## src/rtl/issue_select_pkg.sv

```systemverilog
// Shared sizing for the reservation-station issue path: entry count, entry
// index type and the deepest supported FU wakeup latency.
package issue_select_pkg;

  localparam int NUM_RS_ENTRIES = 8;
  localparam int RS_IDX_W       = $clog2(NUM_RS_ENTRIES);
  localparam int FU_LATENCY_MAX = 4;

  typedef logic [RS_IDX_W-1:0] rs_idx_t;

endpackage

```

## src/rtl/issue_select_age_matrix.sv

```systemverilog
// Age tracking for reservation-station entries: keeps allocation order and
// produces a one-hot grant for the oldest valid entry that is also ready.
module age_matrix
  import issue_select_pkg::*;
#(
  parameter int NUM_ROWS = NUM_RS_ENTRIES
) (
  input  logic                        clk,
  input  logic                        rst,
  input  logic                        i_flush,
  input  logic                        i_alloc_en,
  input  logic [$clog2(NUM_ROWS)-1:0] i_alloc_idx,
  input  logic                        i_free_en,
  input  logic [$clog2(NUM_ROWS)-1:0] i_free_idx,
  input  logic [NUM_ROWS-1:0]         i_ready,
  output logic [NUM_ROWS-1:0]         o_grant
);

  // r_older_col[i][j] = 1 means entry j was allocated before entry i.
  logic [NUM_ROWS-1:0] r_older_col [NUM_ROWS];
  logic [NUM_ROWS-1:0] r_valid;
  logic [NUM_ROWS-1:0] w_rv;

  assign w_rv = i_ready & r_valid;

  always_comb begin
    o_grant = '0;
    for (int i = 0; i < NUM_ROWS; i++) begin
      o_grant[i] = w_rv[i] & ~(|(w_rv & r_older_col[i]));
    end
  end

  // Stale age bits of freed entries are harmless: every use is masked by r_valid.
  always_ff @(posedge clk or negedge rst) begin
    if (!rst) begin
      r_valid <= '0;
      for (int i = 0; i < NUM_ROWS; i++) begin
        r_older_col[i] <= '0;
      end
    end else if (i_flush) begin
      r_valid <= '0;
    end else begin
      if (i_free_en) begin
        r_valid[i_free_idx] <= 1'b0;
      end
      if (i_alloc_en) begin
        r_valid[i_alloc_idx] <= 1'b1;
        for (int i = 0; i < NUM_ROWS; i++) begin
          r_older_col[i][i_alloc_idx] <= 1'b0;
        end
        r_older_col[i_alloc_idx] <= r_valid;
      end
    end
  end

  a_alloc_free_row : assert property (@(posedge clk) disable iff (!rst)
    !(i_alloc_en && !i_flush && r_valid[i_alloc_idx]));

endmodule

```

## src/rtl/issue_select.sv

```systemverilog
// Oldest-first issue picker with a valid/ready issue register toward the FU
// and a fixed-latency wakeup broadcast. Optional counters: ISSUE_SELECT_STATS_EN.
module issue_select
  import issue_select_pkg::*;
#(
  parameter int NUM_ROWS   = NUM_RS_ENTRIES,
  parameter int FU_LATENCY = 1
) (
  input  logic                        clk,
  input  logic                        rst,
  input  logic                        flush,
  input  logic                        alloc_en,
  input  logic [$clog2(NUM_ROWS)-1:0] alloc_row_index,
  input  logic [NUM_ROWS-1:0]         ready_vector,
  output logic                        free_en,
  output logic [$clog2(NUM_ROWS)-1:0] free_row_index,
  output logic                        issue_valid,
  output logic [$clog2(NUM_ROWS)-1:0] issue_row_index,
  input  logic                        issue_ready,
  output logic                        clear_en,
`ifdef ISSUE_SELECT_STATS_EN
  output logic [NUM_ROWS-1:0]         clear_lines,
  output logic [31:0]                 stat_issued,
  output logic [31:0]                 stat_stall
`else
  output logic [NUM_ROWS-1:0]         clear_lines
`endif
);

  localparam int IDX_W = $clog2(NUM_ROWS);

  if (FU_LATENCY < 1 || FU_LATENCY > FU_LATENCY_MAX) begin : g_bad_latency
    $error("issue_select: FU_LATENCY out of range");
  end

  function automatic logic [IDX_W-1:0] onehot_to_idx(input logic [NUM_ROWS-1:0] oh);
    logic [IDX_W-1:0] idx;
    idx = '0;
    for (int k = 0; k < NUM_ROWS; k++) begin
      if (oh[k]) idx = idx | IDX_W'(k);
    end
    return idx;
  endfunction

  logic [NUM_ROWS-1:0] w_grant;
  logic [IDX_W-1:0]    w_sel_idx;
  logic                w_can_load;
  logic                w_sel;
  logic                w_hs;

  logic                r_issue_valid;
  logic [IDX_W-1:0]    r_issue_idx;
  logic [FU_LATENCY-1:0] r_wk_vld;
  logic [IDX_W-1:0]    r_wk_idx [FU_LATENCY];

  age_matrix #(
    .NUM_ROWS (NUM_ROWS)
  ) u_age_matrix (
    .clk         (clk),
    .rst         (rst),
    .i_flush     (flush),
    .i_alloc_en  (alloc_en),
    .i_alloc_idx (alloc_row_index),
    .i_free_en   (w_sel),
    .i_free_idx  (w_sel_idx),
    .i_ready     (ready_vector),
    .o_grant     (w_grant)
  );

  // Select stage: pick oldest ready entry when the issue register can accept.
  assign w_can_load     = ~r_issue_valid | issue_ready;
  assign w_sel          = (|w_grant) & w_can_load & ~flush;
  assign w_sel_idx      = onehot_to_idx(w_grant);
  assign w_hs           = r_issue_valid & issue_ready;

  assign free_en        = w_sel;
  assign free_row_index = w_sel ? w_sel_idx : '0;

  // Issue register stage: holds the selected entry until the FU accepts it.
  always_ff @(posedge clk or negedge rst) begin
    if (!rst) begin
      r_issue_valid <= 1'b0;
      r_issue_idx   <= '0;
    end else if (flush) begin
      r_issue_valid <= 1'b0;
    end else if (w_sel) begin
      r_issue_valid <= 1'b1;
      r_issue_idx   <= w_sel_idx;
    end else if (issue_ready) begin
      r_issue_valid <= 1'b0;
    end
  end

  assign issue_valid     = r_issue_valid;
  assign issue_row_index = r_issue_idx;

  // Wakeup pipe stage: free-running shift from FU accept to broadcast.
  always_ff @(posedge clk or negedge rst) begin
    if (!rst) begin
      r_wk_vld <= '0;
      for (int k = 0; k < FU_LATENCY; k++) begin
        r_wk_idx[k] <= '0;
      end
    end else if (flush) begin
      r_wk_vld <= '0;
    end else begin
      r_wk_vld[0] <= w_hs;
      r_wk_idx[0] <= r_issue_idx;
      for (int k = 1; k < FU_LATENCY; k++) begin
        r_wk_vld[k] <= r_wk_vld[k-1];
        r_wk_idx[k] <= r_wk_idx[k-1];
      end
    end
  end

  assign clear_en    = r_wk_vld[FU_LATENCY-1] & ~flush;
  assign clear_lines = clear_en ? (NUM_ROWS'(1) << r_wk_idx[FU_LATENCY-1]) : '0;

`ifdef ISSUE_SELECT_STATS_EN
  logic [31:0] r_stat_issued;
  logic [31:0] r_stat_stall;

  // Counters survive flush; only reset clears them.
  always_ff @(posedge clk or negedge rst) begin
    if (!rst) begin
      r_stat_issued <= '0;
      r_stat_stall  <= '0;
    end else begin
      if (w_hs) r_stat_issued <= r_stat_issued + 32'd1;
      if (r_issue_valid && !issue_ready) r_stat_stall <= r_stat_stall + 32'd1;
    end
  end

  assign stat_issued = r_stat_issued;
  assign stat_stall  = r_stat_stall;
`endif

  a_alloc_select_same_row : assert property (@(posedge clk) disable iff (!rst)
    !(alloc_en && w_sel && (alloc_row_index == w_sel_idx)));

endmodule

```

## config.mk

```make
export PLATFORM = sky130hd
export DESIGN_NAME = issue_select
export DESIGN_NICKNAME = d
export VERILOG_FILES = /design/src/rtl/issue_select_pkg.sv /design/src/rtl/issue_select_age_matrix.sv /design/src/rtl/issue_select.sv
export SDC_FILE = /design/constraint.sdc
export NUM_CORES = 1
export LEC_CHECK = 0
export BUFFER_PORTS_ARGS = -buffer_cell sky130_fd_sc_hd__buf_2
export CORE_UTILIZATION = 35
export DETAILED_ROUTE_END_ITERATION = 8
export MAX_ROUTING_LAYER = met4
export PLACE_DENSITY = 0.58
export SYNTH_ARGS = -nofsm -noshare
export SYNTH_HDL_FRONTEND = slang
export SYNTH_SLANG_ARGS = --single-unit
export TNS_END_PERCENT = 10
```

## constraint.sdc

```tcl
create_clock -name clk -period 2.7 [get_ports clk]
set_clock_uncertainty 0.2 [all_clocks]
set_input_delay 0.54 -clock clk [delete_from_list [all_inputs] [get_ports clk]]
set_output_delay 0.54 -clock clk [all_outputs]
set_load 0.02 [all_outputs]
```

==> results.md, run 1 <==
* Status: finished, violations left
* Failing checks: design-rule violations, negative hold slack, negative setup slack
* Critical path startpoint category: register
* Seq. cell area at roughly 0.0020 sq mm
* Count of final setup violators at 4
* Fin area at around 0.0052 sq mm
* WL/cell at between 15 and 20 um
* Worst Path Required at roughly 2000 ps
* Global Route met2 Usage at 0.343
* FMAX at 0.357 GHz
* Final Slew Violations at 0
* 1st-iter DRT viols at 335
* Total global routing overflow at 0
* CORE AREA at roughly 0.012 sq mm
* Number of flops mapped to enable cells by yosys at 0
* Max cap viols at 0
* Total track usage at 0.231
* Clock H-tree levels at 3
* Die W at between 100 and 150 um
* Relative slew slack at 0.607
* Slowest cell on the critical path: dfrtp_2
* Layout area overhead at 25.0%
* Placement Rows at 39
* Max VDD drop at slightly above 0.0003 V
* HP Class: input pin to async pin
* Initial antenna violation count at 0
* Internal cell power at approximately 2.3 mW
* Initial Utilization at 0.363
* Pre-Repair DR Iteration Count at 7
* Drt total wl at around 13000 um
* Area of the multi-input gates at ~0.002 sq mm
* Sequential Power Share at 0.442
* Worst Max-Slew Pin Slew at 590 ps
* WP buf/inv at 2
* Commonest non-fill, non-tap cells in the layout: 74 x dfrtp_1, 61 x nand2_1, 59 x buf_4, 45 x nand3_1, 36 x nor2_1
* DIE AREA at about 0.012 sq mm
* LEAKAGE at 2.32 nW
* Tcrit/Tclk final at 1.04
* CP endpoint kind: primary output
* Placer Congestion at approximately 0.93
* Dpl cell area at around 0.0046 sq mm
* Comb pwr share at 0.133
* Final #Nets at ~540
* Largest net degree at the start of global routing at 43
* Setup WS pre-CTS at -53.2 ps
* Clk root buf: clkbuf_16
* Register bit total from synthesis at 80
* Vias per cell at about 5.8
* Finished Layout Cells at roughly 670
* Routing usage on met3 at 0.0430
* Final ANT Viol Nets at 0
* Setup WS post-layout at -99.6 ps
* Clk_lat worst skew at 350 ps
* Crit-path cells: nand3_1 > nand4_1 > a2111oi_4 > buf_4 > nor4_4 > a21oi_2 > buf_4
* Crit-path leading delay family: compound AO/OA/AOI/OAI gates
* TritonCTS Buffers at 9
* Pwr dens at slightly above 600 mW/mm^2
* Cts hold-fix bufs at 0
* Drt drc at 11
* GRT met1 Usage at 0.297
* Commonest non-fill, non-tap cell in the layout: dfrtp_1
* Synth Instances at about 450
* Avg Cell Area, Syn at 9.26 sq um
* Final Hold Fails at 4
* Fillers at 1118
* Fraction of layout cells with a size suffix above 1 at 0.278
* Reg clk slew, reported paths at roughly 60 ps
* Hold slack at -2.76 ps
* DIE HEIGHT at between 100 and 150 um
* Clock sink count at 80
* Antenna cells at 0
* Register area share after synthesis at 0.478
* Clock power frac at 0.425
* Global-route wire length before repair at between 20000 and 25000 um
* I/O pin count at 33
* Top cell by count, worst path: buf_4
* Post-Syn Area at 0.00419 sq mm
* WS Path Type: register to primary output
* Mapped Nets at 468
* Unique cell type count in the Yosys netlist at 58
* Sw Ratio at 0.273
* Crit-path max cell delay at about 470 ps
* Number of buffers added on ports at 32
* Post-layout min period at about 2800 ps
* Yosys warnings at 0
* Async SR Flop Fraction at 1.00
* Number of global-route vias before repair at approximately 3.8k
* Unrepaired setup endpoints after global routing: true
* Max Root-Sink Buffers at 2
* Cell total after placement at between 600 and 700
* Main flop type after synthesis: dfrtp_1
* Post-DP HPWL at ~9000 um
* Sw Pwr at 872 uW
* CTS tree: done
* Worst Path Arrival at 2060 ps
* Total number of vias at 3856
* Max FO, Critical Path at 6
* Most Crowded Layer GR: met2
[final cells by class]
type / count / share of cell area
Inverter: 10 / 0.00717
Multi-Input combinational cell: 327 / 0.388
Clock buffer: 10 / 0.0457
Clock inverter: 6 / 0.0175
Tap cell: 143 / 0.0342
Sequential cell: 80 / 0.384
Timing Repair Buffer: 92 / 0.123
[worst register-to-register path: stages (launching register included)]
cell and delay, ps:
dfrtp_2 490, nand3_2 110, nand4_1 180, a2111oi_4 410, buf_4 190, nor4_4 40
buf_4 170, nor4_1 330, buf_4 180, o32ai_1 60
[registers in the layout, indices dropped and copies added (netlist names), named ones only]
register / flops
u_age_matrix.r_valid: 8
r_wk_idx: 3
r_wk_vld: 1
issue_row_index: 3
u_age_matrix.r_older_col: 56
issue_valid: 1
[cells in the mapped netlist, types with 2 or more instances]
| master | number | area, sq um |
|---|---|---|
| dfrtp_1 | 80 | 2000 |
| nand2_1 | 61 | 229 |
| nand3_1 | 49 | 245 |
| nor2_1 | 36 | 135 |
| o21ai_0 | 29 | 145 |
| a21oi_1 | 23 | 115 |
| mux2i_1 | 18 | 180 |
| buf_2 | 16 | 80.1 |
| clkbuf_1 | 13 | 48.8 |
| nand4_1 | 12 | 75.1 |
| inv_1 | 8 | 30.0 |
| nand2b_1 | 7 | 43.8 |
| and3_1 | 6 | 37.5 |
| o22ai_1 | 6 | 37.5 |
| mux2_2 | 5 | 56.3 |
| nor2b_1 | 5 | 31.3 |
| nor3_1 | 5 | 25.0 |
| a31o_1 | 4 | 35.0 |
| a32oi_1 | 4 | 35.0 |
| and3b_1 | 4 | 35.0 |
| o31ai_1 | 4 | 30.0 |
| a2111oi_4 | 3 | 82.6 |
| a31oi_1 | 3 | 18.8 |
| and2_1 | 3 | 18.8 |
| nand3b_1 | 3 | 22.5 |
| and2_4 | 2 | 17.5 |
| buf_1 | 2 | 7.51 |
| buf_4 | 2 | 15.0 |
| buf_6 | 2 | 22.5 |
| mux2_1 | 2 | 22.5 |
| nand4b_1 | 2 | 17.5 |
| nor2_2 | 2 | 12.5 |
| nor3_2 | 2 | 20.0 |
| nor3b_1 | 2 | 15.0 |
| o21ai_1 | 2 | 10.0 |
| o32ai_1 | 2 | 17.5 |
| or3_1 | 2 | 12.5 |
[repair_timing]
action	4_1_cts	5_1_grt
resized for setup	24	5
pin swaps	10	6
endpoints found under the setup margin	5	4
setup buffers	20	2
hold endpoints to repair	0	0
[power groups by stage]
stage | sequential, mW | combinational (mW) | clock [mW]
floorplan | 1.40 | 0.229 | 0
detailed placement | 1.43 | 0.387 | 0
finish | 1.41 | 0.424 | 1.36
global placement | 1.42 | 0.380 | 0
global route | 1.42 | 0.468 | 1.41
CTS | 1.40 | 0.420 | 1.37
[worst paths after layout]
kind,from,to,slack (ps),cells after the start
max,u_age_matrix.r_valid[0],free_en,-100,7
min,rst,u_age_matrix.r_older_col[31],-3,1
max reg2reg,u_age_matrix.r_valid[4],u_age_matrix.r_valid[7],200,9
min reg2reg,u_age_matrix.r_older_col[48],u_age_matrix.r_older_col[48],290,2
max in group asynchronous,rst,u_age_matrix.r_older_col[44],1570,2
min in group clk,issue_ready,r_wk_vld,260,2
[cells by family after synthesis]
| kind of cell | synth area share |
|---|---|
| simple gates | 0.262 |
| compound gates | 0.147 |
| flops | 0.478 |
| buf+inv | 0.0505 |
| mux | 0.0619 |
[routing by layer]
layer / share of wire / routed length (um)
met5: 0 / 0
met4: 0.055 / 724
met3: 0.064 / 845
met2: 0.45 / 5970
met1: 0.43 / 5750
[per-stage QoR]
stage / hold WS, ps / util / power, mW / TNS [ps]
6_report: -2.76 / 0.454 / 3.19 / -337
5_1_grt: 47.6 / 0.454 / 3.29 / -589
4_1_cts: 21.4 / 0.451 / 3.19 / -257
3_5_place_dp: 276 / 0.403 / 1.81 / -79.2
3_3_place_gp: 258 / 0.403 / 1.80 / -32.4
2_1_floorplan: 44.4 / - / 1.63 / 0
Note: power is estimated with default switching activity, not from simulation.
==> run 2: changes to the inputs <==
--- a/config.mk
+++ b/config.mk
@@ -6,11 +6,13 @@
 export NUM_CORES = 1
 export LEC_CHECK = 0
 export BUFFER_PORTS_ARGS = -buffer_cell sky130_fd_sc_hd__buf_2
-export CORE_UTILIZATION = 35
+export CORE_UTILIZATION = 60
 export DETAILED_ROUTE_END_ITERATION = 8
 export MAX_ROUTING_LAYER = met4
-export PLACE_DENSITY = 0.58
+export PLACE_DENSITY = 0.87
+export SKIP_CTS_REPAIR_TIMING = 1
 export SYNTH_ARGS = -nofsm -noshare
 export SYNTH_HDL_FRONTEND = slang
+export SYNTH_HIERARCHICAL = 1
 export SYNTH_SLANG_ARGS = --single-unit
 export TNS_END_PERCENT = 10
==> run 2 against run 1 <==
  * The flow finishes with violations (negative setup slack)
  * Via count up 15%
  * Routed wire length up 14%
  * Non-clock buffer count down 1
  * Global-route usage up 20 points
  * Fmax down 4.7%
  * Final cell count down 6.4%
  * Largest power group unchanged
==> results.md, run 2 <==
* Status: finished, violations left
* Failing checks: negative setup slack
* CORE AREA at approximately 0.007 sq mm
* Fin area at 0.00520 sq mm
* R2R setup slack at around 50 ps
* Register area share after synthesis at 0.464
* Pwr Total at between 3 and 4 mW
* Vias per cell at 7.11
* Post-Syn Area at around 0.0043 sq mm
* Reg clk slew, reported paths at 80 ps
* CTS tree: done
* Pwr dens at 592 mW/mm^2
* Hold depth at 2
* LEAKAGE at approximately 2.3 nW
* Main flop type after synthesis: dfrtp_1
* FMAX at approximately 0.34 GHz
* Crit-path max cell delay at approximately 530 ps
* WP buf/inv at 3
* Post-DP HPWL at between 10000 and 15000 um
* Layout area overhead at 20.7%
* Async SR Flop Fraction at 1.00
* Placer Congestion at around 1
* Max VDD drop at between 0.0003 and 0.0004 V
* Largest net degree at the start of global routing at 44
* Yosys warnings at 6
* Regs by FF count: u_age_matrix/r_older_col: 56 flops, u_age_matrix/r_valid: 8 flops
* Total number of vias at about 4.4k
* Final Slew Violations at 0
* Placement Rows at 30
* CP endpoint kind: primary output
* Max Root-Sink Buffers at 2
* Count leader, synth: dfrtp_1
* Clock H-tree levels at 3
* Slowest cell on the critical path: or4_4
* Total global routing overflow at 0
* Synth Instances at 464
* Post-layout min period at slightly below 3000 ps
* Number of flops mapped to enable cells by yosys at 0
* Antenna cells at 0
* Unrepaired setup endpoints after global routing: true
* Drt drc at 0
* Crit path from: u_age_matrix/r_valid[1]
* Final Hold Fails at 0
* FF-to-FF Start: u_age_matrix/r_valid[4]
* Max FO, Critical Path at 8
* Fillers at slightly above 500
* Cell total after placement at between 600 and 700
* Dpl cell area at slightly below 0.005 sq mm
* Total track usage at 0.430
* Initial antenna violation count at 0
* DIE AREA at ~0.0075 sq mm
* Commonest non-fill, non-tap cell in the layout: dfrtp_1
* I/O pin count at 33
* TritonCTS Buffers at 9
* Commonest non-fill, non-tap cells in the layout: 77 x dfrtp_1, 53 x nand2_1, 51 x o21ai_0, 50 x buf_4
* Final design utilization at 0.758
* Number of global-route vias before repair at ~4.2k
* Clock sink count at 80
* Critical path startpoint category: register
* Finished Layout Cells at about 630
* Unique cell type count in the Yosys netlist at slightly above 50
* WL/cell at around 24 um
* Drt total wl at roughly 15000 um
* Crit-path leading delay family: simple AND/OR/NAND/NOR gates
* Clk root buf: clkbuf_8
* Crit-path cells: buf_4 > nand3_1 > nand4_1 > nor3_2 > or4_4 > o211ai_2 > inv_2 > buf_6
* Relative slew slack at 0.511
* Worst Path Arrival at 2200 ps
* Worst hold path endpoint: r_wk_vld
* Initial Utilization at 0.628
* Synth cell count leaders: 80 x dfrtp_1, 53 x nand2_1, 52 x o21ai_0
* Setup WS post-layout at -239 ps
* Global-route wire length before repair at 23000 um
* 1st-iter DRT viols at about 500
* Post-synth top area share at 0.464
* HP Start: issue_ready
* Number of buffers added on ports at 32
* WS Path Type: register to primary output
* Tcrit/Tclk final at 1.09
* Register bit total from synthesis at 80
* Pre-Repair DR Iteration Count at 6
* Max reg flops at 56
* Fraction of layout cells with a size suffix above 1 at 0.259
* R2r endpoint: u_age_matrix/r_valid[4]
* Max cap viols at 0
* Count of final setup violators at 4
* Worst R2R Path Depth at 13
* HP Class: input pin to register
* Dominant cells by area after synthesis: dfrtp_1 46%, o21ai_0 6.0%, nand2_1 4.6%
* Worst Max-Slew Pin Slew at about 730 ps
* Die W at roughly 87 um
* Hold slack at 269 ps
* Avg Cell Area, Syn at 9.29 sq um
* Worst Path Required at 1960 ps
* Mapped Nets at 480
* DIE HEIGHT at ~87 um
* Final ANT Viol Nets at 0
* Clk_lat worst skew at approximately 350 ps
* Final #Nets at approximately 540
* Largest reg by FF count: u_age_matrix/r_older_col
* Yosys top cell by area: dfrtp_1
[run 2: cell types whose count changed in the layout (fill, tap and decap cells not counted), moves of 9 or more]
cell       previous run  this run
a21oi_1              23         8
clkbuf_8              1        10
nor2_1               36        17
a32oi_1               3        22
buf_4                59        50
mux2i_1              18         0
clkbuf_16             9         0
o21ai_0              29        51
nand3_1              45        29
[run 2: how the worst max path moves through the flow]
stage / endpoint / slack (ps) / depth (start not counted)
CTS: free_row_index[0] / -430 / 6
detailed placement: free_en / -220 / 8
global route: free_en / -270 / 8
floorplan: free_en / 10 / 7
finish: free_en / -240 / 8
global placement: free_en / -180 / 8
[run 2: per-stage QoR]
stage | worst slack (ps) | TNS [ps]
floorplan | 11.3 | 0
global placement | -181 | -1170
detailed placement | -216 | -1560
CTS | -433 | -1410
global route | -273 | -928
finish | -239 | -809
[run 2: worst register-to-register path: stages (launching register included)]
cell and delay, ps:
dfrtp_1 420, and2_4 210, buf_4 140, a211oi_1 270, and4_4 290, nor4_4 40, inv_1 90, o211ai_2 90
inv_2 80, buf_4 100, buf_4 120, nand2_1 80, o311ai_0 270, o21ai_1 120
[run 2: area by class of cell]
class	instances	area [sq um]	area share
inverter	13	48.8	0.00938
multi-input combinational	330	2140	0.411
clock buffer	10	138	0.0264
clock inverter	5	57.6	0.0111
sequential	80	2010	0.385
timing repair buffer	91	694	0.133
tap	96	120	0.0231
[run 2: report_power, final]
group	internal, mW	total (mW)	switching, mW
registers	1.38	1.59	0.205
clock network	0.445	0.887	0.442
logic	0.265	0.608	0.343
[run 2: logic make-up after synthesis]
group                  count (synthesis)  synth area share
AND/OR/NAND/NOR                      177             0.229
AO/OA/AOI/OAI                        148             0.242
flip-flops                            80             0.464
buffers and inverters                 54            0.0517
multiplexers                           5            0.0131
[run 2: layer usage]
layer / vias to the layer above / global-route usage / part of all wire
met5: - / - / 0
met3: 55 / 0.0762 / 0.12
met2: 370 / 0.663 / 0.47
met1: 2132 / 0.561 / 0.38
li1: 1884 / - / -
met4: 0 / 0.188 / 0.034
==> run 3: changes to the inputs <==
--- a/config.mk
+++ b/config.mk
@@ -6,10 +6,11 @@
 export NUM_CORES = 1
 export LEC_CHECK = 0
 export BUFFER_PORTS_ARGS = -buffer_cell sky130_fd_sc_hd__buf_2
-export CORE_UTILIZATION = 60
+export CORE_MARGIN = 1.5
+export CORE_UTILIZATION = 45
 export DETAILED_ROUTE_END_ITERATION = 8
 export MAX_ROUTING_LAYER = met4
-export PLACE_DENSITY = 0.87
+export PLACE_DENSITY = 0.7
 export SKIP_CTS_REPAIR_TIMING = 1
 export SYNTH_ARGS = -nofsm -noshare
 export SYNTH_HDL_FRONTEND = slang
==> run 3 against run 2 <==
  * The run still ends with negative setup slack left
  * Final cell count rose by 4.8%
  * Die area up 35%
  * First-iteration DRC count shrank 15%
  * Clock power decreased by 2%
  * Flip-flop and latch count is the same
  * Highest routed layer unchanged
  * Via count shrank 3.9%
  * Routed wire length shrank 4.4%
  * Non-clock buffer count shrank 4
  * Count of clock-buffer cells in the layout stayed put
  * Global-route usage down 12 points
  * Critical path type unchanged
==> results.md, run 3 (same netlist as run 2, synthesis figures left out) <==
* Count of final setup violators at 5
* Max FO, Critical Path at 7
* Fin Setup TNS at -808 ps
* Post-DP HPWL at 10200 um
* DIE AREA at between 0.01 and 0.015 sq mm
* Sw Ratio at 0.322
* Commonest non-fill, non-tap cell in the layout: dfrtp_1
* Clock power frac at 0.287
* Antenna cells at 0
* Clock sink count at 80
* Fillers at ~880
* Tcrit/Tclk final at 1.10
* Largest reg by FF count: u_age_matrix/r_older_col
* Initial Utilization at 0.464
* Fin area at slightly above 0.005 sq mm
* CTS tree: done
* CP endpoint kind: primary output
* Status: finished, violations left
* Total track usage at 0.307
* Finished Layout Cells at roughly 660
* Cell total after placement at about 640
* Pre-Repair DR Iteration Count at 5
* WL/cell at between 20 and 25 um
* Setup WS post-layout at -274 ps
* Placer Congestion at roughly 1.0
* Sw Pwr at about 980 uW
* 1st-iter DRT viols at 436
* LEAKAGE at approximately 2.2 nW
* R2R setup slack at -10 ps
* Global-route wire length before repair at approximately 23000 um
* Sequential Power Share at 0.520
* Max Root-Sink Buffers at 2
* Slowest cell on the critical path: or4_4
* Worst Max-Slew Pin Slew at 843 ps
* Critical path startpoint category: register
* FF-to-FF Start: u_age_matrix/r_valid[0]
* Crit-path cells: buf_4 > a32o_1 > nor3_1 > or4_4 > o211ai_2 > inv_2 > buf_6
* Total global routing overflow at 0
* Failing checks: negative setup slack
* DIE HEIGHT at just over 100 um
* Reg clk slew, reported paths at ~80 ps
* Drt total wl at 14400 um
* Die W at 101 um
* I/O pin count at 33
* Clk root buf: clkbuf_8
* Largest net degree at the start of global routing at 65
* Final #Nets at 537
* Pwr dens at between 500 and 600 mW/mm^2
* Clk_lat worst skew at ~360 ps
* Regs by FF count: u_age_matrix/r_older_col: 56 flops, u_age_matrix/r_valid: 8 flops
* Max VDD drop at ~0.00033 V
* Placement Rows at 35
* Total number of vias at 4266
* Clock H-tree levels at 3
* Drt drc at 0
* Worst Path Required at 1960 ps
* Final Slew Violations at 0
* Relative slew slack at 0.438
* CP Capture Point: free_en
* Crit-path leading delay family: simple AND/OR/NAND/NOR gates
* Final ANT Viol Nets at 0
* Crit-path max cell delay at roughly 570 ps
* Vias per cell at around 6.5
* Fraction of layout cells with a size suffix above 1 at 0.260
* Comb pwr share at 0.193
* Worst path depth at 7
* TritonCTS Buffers at 9
* WS Path Type: register to primary output
* Post-layout min period at between 2000 and 3000 ps
* WP buf/inv at 3
* Seq. cell area at 0.00201 sq mm
* Final Hold Fails at 0
* R2r endpoint: u_age_matrix/r_valid[6]
* Initial antenna violation count at 0
* Number of buffers added on ports at 32
* Layout area overhead at 19.3%
* Max reg flops at between 50 and 60
* Worst Path Arrival at between 2000 and 2500 ps
* Internal cell power at just over 2 mW
* CORE AREA at between 0.009 and 0.01 sq mm
* FMAX at around 0.34 GHz
* HP Class: input pin to async pin
* Area of the multi-input gates at between 0.002 and 0.0025 sq mm
* Max cap viols at 0
* Unrepaired setup endpoints after global routing: true
* Crit path from: u_age_matrix/r_valid[0]
* Commonest non-fill, non-tap cells in the layout: 77 x dfrtp_1, 55 x buf_4, 52 x nand2_1, 52 x o21ai_0
* Number of global-route vias before repair at 3944
* Dpl cell area at slightly below 0.005 sq mm
* Worst R2R Path Depth at 12
-- run 3: layer usage --
| metal | up-vias | share of wire | routed length (um) | global-route usage |
|---|---|---|---|---|
| met1 | 2084 | 0.42 | 6030 | 0.425 |
| met5 | - | 0 | 0 | - |
| li1 | 1874 | - | - | - |
| met4 | 0 | 0.031 | 447 | 0.112 |
| met3 | 48 | 0.094 | 1360 | 0.0492 |
| met2 | 260 | 0.46 | 6600 | 0.456 |
-- run 3: power groups by stage --
stage	sequential (mW)	clock (mW)	combinational, mW
after detailed placement	1.59	0	0.564
after floorplan	1.54	0	0.347
after global routing	1.59	0.953	0.644
after global placement	1.58	0	0.547
final	1.58	0.870	0.587
after CTS	1.57	0.893	0.566
-- run 3: final cells by class --
type                       instances  share of cell area
multi-input combinational        330               0.418
timing repair buffer              87               0.115
sequential                        80               0.390
clock buffer                      10              0.0248
inverter                          13             0.00949
clock inverter                     6              0.0117
tap                              129              0.0314
-- run 3: worst min-delay path by stage --
stage | from | to | slack [ps] | depth (start not counted)
after floorplan | rst | issue_row_index[0] | 40 | 0
after global placement | u_age_matrix/r_older_col[23] | u_age_matrix/r_older_col[23] | 280 | 2
after global routing | rst | u_age_matrix/r_older_col[25] | 130 | 1
after CTS | rst | u_age_matrix/r_older_col[25] | 120 | 1
final | rst | u_age_matrix/r_older_col[25] | 70 | 1
after detailed placement | u_age_matrix/r_older_col[10] | u_age_matrix/r_older_col[10] | 290 | 2
-- run 3: per-stage QoR --
step / power, mW / hold WS [ps] / setup WS, ps / utilization
floorplan: 1.89 / 44.4 / 11.3 / -
global placement: 2.13 / 278 / -181 / 0.523
detailed placement: 2.15 / 290 / -235 / 0.523
CTS: 3.03 / 115 / -401 / 0.544
global route: 3.19 / 132 / -332 / 0.554
finish: 3.03 / 74.5 / -274 / 0.554
